<file path="src/rtl/aes_encipher_block.sv">
// Iterative AES encipher datapath (AES-128 / AES-256).
// One cipher round takes five cycles: four SubBytes cycles through a shared
// 32-bit S-box port, then one ShiftRows/MixColumns/AddRoundKey cycle.
// Handshake: next is sampled only while idle (ready = 1); ready drops on the
// accepting edge and rises again when new_block holds the finished ciphertext.
module aes_encipher_block (
    input  logic         clk,
    input  logic         reset,
    input  logic         next,
    input  logic         keylen,
    output logic [3:0]   round,
    input  logic [127:0] round_key,
    output logic [31:0]  sboxw,
    input  logic [31:0]  new_sboxw,
    input  logic [127:0] block,
    output logic [127:0] new_block,
    output logic         ready
);

    localparam logic [1:0] ST_IDLE  = 2'd0;
    localparam logic [1:0] ST_INIT  = 2'd1;
    localparam logic [1:0] ST_SBOX  = 2'd2;
    localparam logic [1:0] ST_ROUND = 2'd3;

    logic [127:0] state_q, state_d;
    logic [3:0]   round_ctr_q, round_ctr_d;
    logic [1:0]   word_ctr_q, word_ctr_d;
    logic         keylen_q, keylen_d;
    logic         ready_q, ready_d;
    logic [1:0]   fsm_q, fsm_d;
    logic [3:0]   num_rounds;

    function automatic logic [7:0] xtime(input logic [7:0] b);
        return {b[6:0], 1'b0} ^ (b[7] ? 8'h1b : 8'h00);
    endfunction

    // Byte i of the state lives at [127-8i -: 8]; row = i % 4, column = i / 4.
    function automatic logic [127:0] shift_rows(input logic [127:0] s);
        logic [127:0] r;
        r = '0;
        for (int c = 0; c < 4; c++) begin
            for (int row = 0; row < 4; row++) begin
                r[127 - 8 * (4 * c + row) -: 8] = s[127 - 8 * (4 * ((c + row) % 4) + row) -: 8];
            end
        end
        return r;
    endfunction

    function automatic logic [127:0] mix_columns(input logic [127:0] s);
        logic [127:0] r;
        logic [7:0]   a0, a1, a2, a3;
        r = '0;
        for (int c = 0; c < 4; c++) begin
            a0 = s[127 - 32 * c -: 8];
            a1 = s[119 - 32 * c -: 8];
            a2 = s[111 - 32 * c -: 8];
            a3 = s[103 - 32 * c -: 8];
            r[127 - 32 * c -: 8] = xtime(a0) ^ xtime(a1) ^ a1 ^ a2 ^ a3;
            r[119 - 32 * c -: 8] = a0 ^ xtime(a1) ^ xtime(a2) ^ a2 ^ a3;
            r[111 - 32 * c -: 8] = a0 ^ a1 ^ xtime(a2) ^ xtime(a3) ^ a3;
            r[103 - 32 * c -: 8] = xtime(a0) ^ a0 ^ a1 ^ a2 ^ xtime(a3);
        end
        return r;
    endfunction

    assign num_rounds = keylen_q ? 4'd14 : 4'd10;

    // S-box port always shows the state word picked by word_ctr.
    always_comb begin
        sboxw = state_q[127:96];
        case (word_ctr_q)
            2'd0: sboxw = state_q[127:96];
            2'd1: sboxw = state_q[95:64];
            2'd2: sboxw = state_q[63:32];
            2'd3: sboxw = state_q[31:0];
            default: sboxw = state_q[127:96];
        endcase
    end

    // Next-state logic for the round FSM and the datapath registers.
    always_comb begin
        state_d     = state_q;
        round_ctr_d = round_ctr_q;
        word_ctr_d  = word_ctr_q;
        keylen_d    = keylen_q;
        ready_d     = ready_q;
        fsm_d       = fsm_q;
        case (fsm_q)
            ST_IDLE: begin
                if (next) begin
                    keylen_d    = keylen;
                    ready_d     = 1'b0;
                    round_ctr_d = 4'd0;
                    fsm_d       = ST_INIT;
                end
            end
            ST_INIT: begin
                // Initial AddRoundKey with round key 0.
                state_d     = block ^ round_key;
                round_ctr_d = 4'd1;
                word_ctr_d  = 2'd0;
                fsm_d       = ST_SBOX;
            end
            ST_SBOX: begin
                case (word_ctr_q)
                    2'd0: state_d[127:96] = new_sboxw;
                    2'd1: state_d[95:64]  = new_sboxw;
                    2'd2: state_d[63:32]  = new_sboxw;
                    2'd3: state_d[31:0]   = new_sboxw;
                    default: state_d = state_q;
                endcase
                word_ctr_d = word_ctr_q + 2'd1;
                if (word_ctr_q == 2'd3) begin
                    fsm_d = ST_ROUND;
                end
            end
            ST_ROUND: begin
                if (round_ctr_q < num_rounds) begin
                    state_d     = mix_columns(shift_rows(state_q)) ^ round_key;
                    round_ctr_d = round_ctr_q + 4'd1;
                    fsm_d       = ST_SBOX;
                end else begin
                    // Final round skips MixColumns; round_ctr keeps its value.
                    state_d = shift_rows(state_q) ^ round_key;
                    ready_d = 1'b1;
                    fsm_d   = ST_IDLE;
                end
            end
            default: fsm_d = ST_IDLE;
        endcase
    end

    // State registers with asynchronous active-low reset.
    always_ff @(posedge clk or negedge reset) begin
        if (!reset) begin
            state_q     <= '0;
            round_ctr_q <= 4'd0;
            word_ctr_q  <= 2'd0;
            keylen_q    <= 1'b0;
            ready_q     <= 1'b1;
            fsm_q       <= ST_IDLE;
        end else begin
            state_q     <= state_d;
            round_ctr_q <= round_ctr_d;
            word_ctr_q  <= word_ctr_d;
            keylen_q    <= keylen_d;
            ready_q     <= ready_d;
            fsm_q       <= fsm_d;
        end
    end

    assign round     = round_ctr_q;
    assign new_block = state_q;
    assign ready     = ready_q;

endmodule
</file>
<file path="config.mk">
export PLATFORM = sky130hd
export DESIGN_NAME = aes_encipher_block
export DESIGN_NICKNAME = d
export VERILOG_FILES = /design/src/rtl/aes_encipher_block.sv
export SDC_FILE = /design/constraint.sdc
export NUM_CORES = 1
export LEC_CHECK = 0
export ABC_CLOCK_PERIOD_IN_PS = 2000
export BUFFER_PORTS_ARGS = -buffer_cell sky130_fd_sc_hd__buf_2
export CAP_MARGIN = 15
export CORE_ASPECT_RATIO = 1.75
export CORE_MARGIN = 10
export CORE_UTILIZATION = 45
export DETAILED_ROUTE_END_ITERATION = 10
export PLACE_DENSITY_LB_ADDON = 0.3
export SKIP_LAST_GASP = 1
export SLEW_MARGIN = 20
export SYNTH_ARGS = -nofsm -noshare
export SYNTH_HDL_FRONTEND = slang
export SYNTH_SLANG_ARGS = --single-unit
</file>
<file path="constraint.sdc">
create_clock -name clk -period 2 [get_ports clk]
set_input_delay 0.2 -clock clk [delete_from_list [all_inputs] [get_ports clk]]
set_output_delay 0.2 -clock clk [all_outputs]
set_load 0.02 [all_outputs]
</file>
; Word level (Yosys, flattened, before mapping)
; Index checks and enable logic that the tools add are counted.
[totals]
out_inout_bits = 165
ff_bits = 138
in_bits = 292
[op_classes]
n_bitwise = 83
n_lt_le_gt_ge = 1
eq_ne = 13
mux = 35
reduce_logical = 14
n_addsub = 2
[op_table]
columns = op, n
row1 = $xor A8 B8 Y8, 64
row2 = $pmux W128 S3, 1
row3 = $xor A128 B128 Y128, 3
row4 = $mux W128, 1
row5 = $mux W32, 4
row6 = $pmux W32 S4, 1
row7 = $xor A8 B5 Y8, 16
row8 = $mux W5, 16
row9 = $pmux W4 S3, 1
row10 = $reduce_and A2 Y1, 6
row11 = $eq A2 B2 Y1 const B, 4
row12 = $mux W4, 2
row13 = $ne A2 B2 Y1 const B, 4
row14 = $pmux W2 S4, 1
row15 = $mux W2, 3
row16 = $ne A2 B1 Y1 const B, 3
row17 = $reduce_and A3 Y1, 2
row18 = $reduce_bool A3 Y1, 2
row19 = $add A4 B1 Y4 const B, 1
row20 = $eq A2 B1 Y1 const B, 2
row21 = $logic_not A2 Y1, 2
row22 = $lt A4 B4 Y1, 1
row23 = $pmux W2 S2, 1
row24 = $reduce_bool A2 Y1, 2
row25 = other kinds (4), 5

; Depth between registers and ports, before layout
; Gate-level depths: netlist (run 1).
[depth]
depth_word = 9
ltp_mapped = 10

; Worst setup path after synthesis (run 1)
; OpenSTA, ideal clock, no wires.
[synth_path]
path_kind = register to register
from = register fsm_q[0]
to = register state_q[108] (netlist: new_block[108])
path_buffers = 3
path_stages_with_launch = 9
path_slack_ps = -146
arrival_ps = 2003
path_cell_list = dfrtp_1 > inv_1 > ha_1 > clkbuf_1 > or3_1 > clkbuf_1 > o21ai_1 > clkbuf_1 > o221ai_1
[synth_via]
elab_chain_len = 3
word_cells_on_any_way = 7
[synth_lines]
columns = element, line
row1 = from (decl), 30  ; logic [1:0] fsm_q, fsm_d;
row2 = from (signal assigned), 148  ; fsm_q <= fsm_d;
row3 = $eq A2 B2 Y1 or $eq A2 B1 Y1 (tied branches), 88  ; case (fsm_q)
row4 = $ne A2 B1 Y1 (no line) or $reduce_bool A3 Y1 (tied branches), n/a
row5 = $reduce_and A2 Y1 (no line), n/a
row6 = to (signal assigned), 143  ; state_q <= state_d;
row7 = to (decl), 25  ; logic [127:0] state_q, state_d;
; Several ways; a longest one is shown, not always the timed one.
; A chain may end at the register's enable or synchronous reset.

; Worst setup path in the final report (run 1)
[layout_path]
from = register word_ctr_q[0]
to = output port sboxw[26]
[layout_via]
elab_chain_len = 2
word_cells_on_any_way = 5
[layout_lines]
columns = element, line
row1 = from (decl), 27  ; logic [1:0] word_ctr_q, word_ctr_d;
row2 = from (signal assigned), 145  ; word_ctr_q <= word_ctr_d;
row3 = $eq A2 B2 Y1 (tied with other cells), 71  ; case (word_ctr_q)
row4 = $pmux W32 S4 *, 71
row5 = to (decl), 13  ; output logic [31:0] sboxw,
; Every way passes the cells marked *; elsewhere a longest branch is shown, timed or not.

==> results of run 1 <==
## cell type report
| type | count | area (um2) |
|---|---|---|
| clock buffers | 21 | 470 |
| clock inverters | 11 | 214 |
| fillers | 2574 | 9150 |
| inverters | 132 | 495 |
| multi-input cells | 1245 | 13100 |
| flip-flops and latches | 138 | 3470 |
| well taps | 465 | 582 |
| repair buffers | 976 | 7760 |
## cells by family (layout without fill, tap and decap cells)
group	Yosys count	count (layout)	synth area share
xor+xnor	465	465	0.371
simple gates	375	375	0.108
compound gates	362	362	0.182
buf+inv	355	1140	0.0953
flops	138	138	0.215
mux	33	33	0.0206
fa+ha+maj	10	10	0.00777
## metal layers
metal	global-route usage	part of all wire
met5	0	0
met3	0.0935	0.099
met1	0.425	0.30
met2	0.708	0.47
met4	0.445	0.13
## final timing paths
kind	startpoint	to	slack, ns	depth (start not counted)
hold reg to reg	ready	ready	0.54	2
hold / removal	round_key[121]	new_block[121]	0.05	3
min in group asynchronous	reset	round[3]	0.27	2
setup / recovery	word_ctr_q[0]	sboxw[26]	-0.53	7
setup reg to reg	round[2]	new_block[98]	-0.41	11
max in group asynchronous	reset	new_block[43]	0.96	3
## placed cells by master (no fill, tap or decap), types with 36 or more instances in the layout
cell	n
o221ai_4	36
dfrtp_1	123
o221ai_1	38
nor2_1	87
nand2_1	133
buf_4	392
nand4_1	92
xnor2_1	140
buf_2	433
xor2_1	135
o31ai_1	67
inv_1	127
xnor3_1	92
xor2_2	47
buf_12	75
o221ai_2	52
buf_6	43
## sequential cells by signal, indices dropped and copies added, names as in the netlist
| signal | cells |
|---|---|
| ready | 1 |
| new_block | 128 |
| round | 4 |
| word_ctr_q | 2 |
| fsm_q | 2 |
| keylen_q | 1 |
## stage by stage
step | std cells | hold WS [ns]
6_report | 2988 | 0.0499
5_1_grt | 2988 | 0.0504
4_1_cts | 2942 | 0.0520
3_5_place_dp | 2864 | 0.208
3_3_place_gp | 2864 | 0.207
2_1_floorplan | 1738 | -0.0956
## cells in the mapped netlist, drive strengths merged, types with 3 or more instances
cell type and number:
xor2 185, xnor2 168, dfrtp 137, nand2 135
inv 132, o221ai 126, clkbuf 115, buf 108
nor2 104, xnor3 93, nand4 92, o31ai 81
o21ai 41, nor2b 35, a31oi 34, a222oi 32
mux2i 32, xor3 19, o21a 13, o211ai 12
ha 10, a21oi 5, a22o 4, a21o 3
nand3 3
## critical path: stages, from the launching register on
cell and delay (ns):
dfrtp_1 0.44, inv_2 0.11, buf_4 0.14, ha_4 0.24
buf_4 0.16, clkbuf_16 0.15, mux2i_1 0.38, buf_2 0.25
## what timing repair did
action,CTS,global route
gates resized for setup,115,337
buffers inserted,36,57
hold buffers,2,0
pin swaps,85,310
cloned,10,12
hold endpoints to repair,37,0
endpoints found under the setup margin,158,164
==> impl_metrics.yaml, run 1 <==
timing:
  slew_headroom: 0.347
  fin_crit_sh: 1.27
  fin_crit_ns: 2.53
  setup_viol: 159
  tightest_slew_ns: 0.977
  fin_ws_ns: -0.532
  rsz0062_at_grt: "true"
  fmax_ghz: 0.395
  hold_viol: 0
  skew_ns: 0.0111
  tns_ns: -36.34
  slew_viol_final: 0
drt:
  num_vias: 19263
  drc: 0
  ant_nets: 0
  viasPerCell: 6.45
  dr.pass1.iters: 8
  drt-total-wl_um: 104000
  initialDrtViolationCount: 2492
  wl_per_cell_um: 34.9
placed_design:
  pre_cts_slack_ns: -0.492
  io_buffer_count: 456
  dp_hpwl_um: 76700
  place_congestion: 1.06
  place_area_um2: 21900
clocking:
  clk_pin_slew_ns: 0.07
  numCtsBuffers: 17
  cts_tree: "built"
  clock-sinks: 138
  ctsHtreeMaxLevel: 4
  clock_latency_ns: 0.47
  root_buffer: "clkbuf_16"
  clockBufferDepth: 2
worst_hold_path:
  hold_class: "in -> reg"
grt:
  grt-ovfl-total: 0
  track_usage: 0.430
  grt_pass1_vias: 19162
  grt_pass1_wl_um: 136000
  grt_max_degree: 52
  antenna_found_initial: 0
worst_setup_path:
  cp_data_arrival_time_ns: 2.33
  crit_type: "reg -> out"
  cp-end-kind: "primary output"
  cp-start-kind: "flip-flop"
  crit_fanout: 5
  critical_path_required_ns: 1.80
yosys:
  avgSynthCellArea_um2: 9.26
  yosysSeqAreaShare: 0.215
  synth_edf_count: 0
  netlist_area_um2: 16100
  yosys-top-cells-area: "dfrtp_1 21%, xnor3_1 13%, xnor2_1 8.6%"
  yosysTopAreaCell: "dfrtp_1"
  yosys_register_bits: 138
  synthArstFlopShare: 1.00
  syn_inst: 1738
  synth_top_flop_cell: "dfrtp_1"
  synth_cell_type_count: 55
  yosys_warnings: 0
  synth_top_area_frac: 0.213
  synth_nets: 2040
floorplan:
  die_w_um: 163
  design.die.area_um2: 44000
  die_h_um: 270
  ios: 457
  core_area_um2: 35300
  initial_core_util: 0.456
  row_count: 91
cells_and_area:
  final_util: 0.741
  nets: 2812
  fin_area_um2: 26100
  syn_to_final_growth_pct: 62.4
  antenna_cells: 0
  drive_gt1_frac: 0.519
status:
  violations: "negative setup slack"
  status: "finished, violations left"
job:
  cap_viol_max_count: 0
Power of run 1 is not shown: default switching activity piles up to over one toggle a cycle in this logic, so the estimate is an artifact.
==> run 2, diff against run 1 <==
--- a/config.mk
+++ b/config.mk
@@ -8,11 +8,14 @@
 export ABC_CLOCK_PERIOD_IN_PS = 2000
 export BUFFER_PORTS_ARGS = -buffer_cell sky130_fd_sc_hd__buf_2
 export CAP_MARGIN = 15
+export CELL_PAD_IN_SITES_DETAIL_PLACEMENT = 1
+export CELL_PAD_IN_SITES_GLOBAL_PLACEMENT = 2
 export CORE_ASPECT_RATIO = 1.75
 export CORE_MARGIN = 10
-export CORE_UTILIZATION = 45
+export CORE_UTILIZATION = 29
 export DETAILED_ROUTE_END_ITERATION = 10
 export PLACE_DENSITY_LB_ADDON = 0.3
+export REMOVE_ABC_BUFFERS = 1
 export SKIP_LAST_GASP = 1
 export SLEW_MARGIN = 20
 export SYNTH_ARGS = -nofsm -noshare
==> run 2 against run 1 <==
  * The flow still finishes with violations (negative setup slack)
  * Fmax grew 7.1%
  * Global-route usage shrank 12 points
  * Count of clock-buffer cells in the layout fell by 1
  * Register-to-register slack gained 0.15 ns
  * Setup slack better by 0.17 ns
  * Sequential cell count unchanged
  * Via count decreased by 6.6%
  * Non-clock buffer count fell by 28
==> impl_metrics.yaml, run 2 (synthesis gave the netlist of run 1 again) <==
status:
  status: "finished, violations left"
  violations: "negative setup slack"
cells_and_area:
  final_util: 0.487
  syn_to_final_growth_pct: 66.5
  fill_cells: 6122
  largest_reg_flops: 128
  final_common_cell: "buf_2"
  nets: 2785
  layout.cells.non_filler: 3200
  mostFrequentLayoutCells: "436 x buf_2, 337 x buf_4, 143 x xor2_1, 134 x xnor2_1, 128 x nand2_1"
  drive_gt1_frac: 0.519
floorplan:
  design.die.area_um2: 65700
  ios: 457
  die_w_um: 198
  row_count: 114
  core_area_um2: 55100
  initial_core_util: 0.292
  die_h_um: 332
worst_setup_path:
  crit_chain: "buf_4, ha_4, buf_6, a222oi_1, mux2i_2, buf_2"
  crit_type: "reg -> out"
  cp-end-kind: "primary output"
  r2r_start: "keylen_q"
  slowest_stage: "dfrtp_2"
  critical_path_required_ns: 1.80
  cp-start-kind: "flip-flop"
  critPathMaxStageDelay_ns: 0.43
  critPathLaunch: "word_ctr_q[1]"
  cp_data_arrival_time_ns: 2.16
  crit_fanout: 10
drt:
  drt-total-wl_um: 105000
  num_vias: 17989
  viasPerCell: 5.62
  ant_nets: 0
  top_layer_used: "met5"
  drc: 0
  dr_wl_met2_um: 54200
  drt-met1-wl_um: 36500
  route.met3.wl_um: 6920
  initialDrtViolationCount: 1573
  dr.pass1.iters: 8
  wl_per_cell_um: 32.9
clocking:
  root_buffer: "clkbuf_16"
  numCtsBuffers: 17
  cts_tree: "built"
  clockBufferDepth: 2
  ctsHtreeMaxLevel: 4
  clock-sinks: 138
  clock_latency_ns: 0.47
  clk_pin_slew_ns: 0.07
timing:
  slew_headroom: 0.653
  slew_viol_final: 0
  rsz0062_at_grt: "true"
  fmax_ghz: 0.423
  tightest_slew_ns: 0.519
  skew_ns: 0.0107
  fin_crit_sh: 1.18
  hold_viol: 0
  setup_viol: 163
  fin_ws_ns: -0.365
  fin_crit_ns: 2.36
worst_hold_path:
  hp-start: "round_key[113]"
  hold_class: "in -> reg"
grt:
  grt_max_degree: 72
  track_usage: 0.309
  grt-ovfl-total: 0
  grt_pass1_vias: 19793
  grt_pass1_wl_um: 146000
  antenna_found_initial: 12
placed_design:
  dp_hpwl_um: 75700
  place_congestion: 0.922
  io_buffer_count: 456
  dp_cells: 3049
job:
  cap_viol_max_count: 0
==> run 2: worst paths after layout <==
path	end	slack (ns)	cells past startpoint
setup / recovery	sboxw[15]	-0.36	6
hold reg to reg	keylen_q	0.56	1
hold / removal	new_block[113]	0.05	3
max in group asynchronous	ready	1.07	3
setup reg to reg	new_block[103]	-0.26	12
min in group asynchronous	new_block[22]	0.21	2
==> run 2: layer usage <==
| metal | vias up | track usage |
|---|---|---|
| li1 | 7626 | - |
| met1 | 9093 | 0.323 |
| met2 | 962 | 0.551 |
| met3 | 300 | 0.0576 |
| met4 | 8 | 0.201 |
| met5 | - | 0 |
==> run 2: through the flow <==
| step | cell area (um2) | setup slack, ns | hold slack (ns) | TNS, ns |
|---|---|---|---|---|
| after floorplan | 15100 | -9.17 | -0.0956 | -1184.96 |
| after global placement | 21800 | -0.292 | 0.128 | -15.62 |
| after detailed placement | 21800 | -0.346 | 0.130 | -21.01 |
| after CTS | 25500 | -0.359 | 0.0225 | -31.46 |
| after global routing | 26800 | -0.424 | 0.0590 | -40.13 |
| final | 26800 | -0.365 | 0.0454 | -27.82 |
==> run 2: critical path, delay by kind of cell, from the launching register on <==
kind            cells  cell delay (ns)
buf+inv             3             0.51
flops               1             0.43
compound gates      1             0.37
mux                 1             0.19
fa+ha+maj           1             0.18
==> run 2: what timing repair did <==
item                                   4_1_cts  5_1_grt
gates cloned                                37        5
setup endpoints to repair                  162      165
gates resized for setup                    295      203
endpoints found under the hold margin       23        0
pin swaps                                  279      250
hold buffers                                 2        0
setup buffers                               53       36
==> run 2: cell type report <==
| cell class | count | area (um2) | area share |
|---|---|---|---|
| Antenna cell | 9 | 22.5 | 0.000840 |
| Clock buffer | 20 | 467 | 0.0174 |
| Clock inverter | 11 | 168 | 0.00625 |
| Inverter | 132 | 498 | 0.0186 |
| Multi-Input combinational cell | 1246 | 13300 | 0.495 |
| Sequential cell | 138 | 3470 | 0.130 |
| Tap cell | 696 | 871 | 0.0325 |
| Timing Repair Buffer | 948 | 8020 | 0.299 |
Power of run 2 is left out for the same reason.
==> run 3, diff against run 2 <==
--- a/config.mk
+++ b/config.mk
@@ -16,7 +16,6 @@
 export DETAILED_ROUTE_END_ITERATION = 10
 export PLACE_DENSITY_LB_ADDON = 0.3
 export REMOVE_ABC_BUFFERS = 1
-export SKIP_LAST_GASP = 1
 export SLEW_MARGIN = 20
 export SYNTH_ARGS = -nofsm -noshare
 export SYNTH_HDL_FRONTEND = slang
==> run 3 against run 2 <==
  * The run still ends with negative setup slack left
  * Setup slack got worse by 0.013 ns
  * First-iteration DRC count rose by 1.7%
  * Cell area rose by 1.7%
  * Non-clock buffer count rose by 11
  * Fmax fell by 0.53%
  * Clock skew rose by 0.0029 ns
  * Highest routed layer unchanged
==> impl_metrics.yaml, run 3 (synthesis gave the netlist of run 1 again) <==
worst_hold_path:
  hold_depth: 3
  hp-start: "round_key[116]"
  hold_class: "in -> reg"
  whs_endpoint: "new_block[116]"
timing:
  fmax_ghz: 0.421
  skew_ns: 0.0136
  fin_crit_sh: 1.19
  fin_ws_ns: -0.377
  fin_crit_ns: 2.38
  hold_viol: 0
  slew_headroom: 0.623
  slew_viol_final: 0
  rsz0062_at_grt: "true"
  setup_viol: 164
  tightest_slew_ns: 0.563
worst_setup_path:
  critical_path_required_ns: 1.80
  rrSetupSlack_ns: -0.34
  crit_fanout: 10
  r2r_start: "round[2]"
  worst-r2r-cell-count: 10
  r2r-end: "new_block[125]"
  cp_data_arrival_time_ns: 2.18
  cp-start-kind: "flip-flop"
  crit_type: "reg -> out"
  cp-end-kind: "primary output"
floorplan:
  core_area_um2: 55100
  initial_core_util: 0.292
  design.die.area_um2: 65700
  die_w_um: 198
  die_h_um: 332
  ios: 457
  row_count: 114
status:
  violations: "negative setup slack"
  status: "finished, violations left"
cells_and_area:
  final_common_cell: "buf_2"
  layout.cells.non_filler: 3213
  largest_reg_flops: 128
  seq_area_um2: 3480
  nets: 2796
  syn_to_final_growth_pct: 69.3
  drive_gt1_frac: 0.536
  fill_cells: 6103
  mostFrequentLayoutCells: "435 x buf_2, 334 x buf_4, 139 x xor2_1, 136 x xnor2_1, 127 x inv_1"
  multi_input_area_um2: 13500
placed_design:
  dp_cells: 3049
  dp_hpwl_um: 75700
  place_congestion: 0.922
  io_buffer_count: 456
grt:
  track_usage: 0.310
  grt-ovfl-total: 0
  grt_pass1_vias: 19949
  antenna_found_initial: 14
  grt_max_degree: 72
  grt_pass1_wl_um: 147000
drt:
  drt-total-wl_um: 109000
  num_vias: 18277
  ant_nets: 0
  dr.pass1.iters: 6
  wl_per_cell_um: 33.8
  drc: 0
  viasPerCell: 5.69
  initialDrtViolationCount: 1599
job:
  cap_viol_max_count: 0
clocking:
  clockBufferDepth: 2
  clock-sinks: 138
  cts_tree: "built"
  numCtsBuffers: 17
  root_buffer: "clkbuf_16"
  ctsHtreeMaxLevel: 4
  clock_latency_ns: 0.48
  clk_pin_slew_ns: 0.07
==> run 3: what timing repair did <==
item	CTS	global route
endpoints found under the hold margin	23	0
pin swaps	305	237
setup endpoints to repair	162	165
hold buffers	2	0
cloned	37	9
setup buffers	53	38
resized for setup	336	229
==> run 3: worst max path at each step <==
stage | startpoint | end | slack, ns
floorplan | fsm_q[0] | new_block[84] | -9.17
global placement | round[2] | new_block[127] | -0.29
detailed placement | round[2] | new_block[127] | -0.35
CTS | word_ctr_q[1] | sboxw[8] | -0.35
global route | word_ctr_q[1] | sboxw[17] | -0.43
finish | word_ctr_q[1] | sboxw[15] | -0.38
==> run 3: worst max-delay path, stage by stage (launching register included) <==
cell and delay, ns:
dfrtp_2 0.43, buf_4 0.16, ha_4 0.19, buf_8 0.16, a222oi_1 0.37, mux2i_2 0.19
buf_4 0.20
==> run 3: per-layer routing <==
metal,vias to the layer above,GRT usage,wire length [um]
li1,7642,-,-
met3,365,0.0567,7380
met2,1045,0.552,55200
met1,9221,0.325,37100
met4,4,0.204,8790
met5,-,0,34
==> run 3: stage by stage <==
stage	setup TNS (ns)	worst slack [ns]	utilization	hold WS, ns	area (um2)
final	-30.92	-0.377	0.495	0.0329	27300
after CTS	-29.78	-0.346	0.467	0.0136	25700
after global placement	-15.62	-0.292	0.396	0.128	21800
after detailed placement	-21.01	-0.346	0.396	0.130	21800
after global routing	-41.17	-0.431	0.495	0.0578	27200
after floorplan	-1184.96	-9.17	-	-0.0956	15100
==> run 3: area by class of cell <==
type,instances,area share
tap,696,0.0319
antenna,11,0.00101
clock inverter,11,0.00615
multi-input combinational,1246,0.495
clock buffer,20,0.0171
timing repair buffer,959,0.303
sequential,138,0.128
inverter,132,0.0184
Power of run 3 is left out for the same reason.
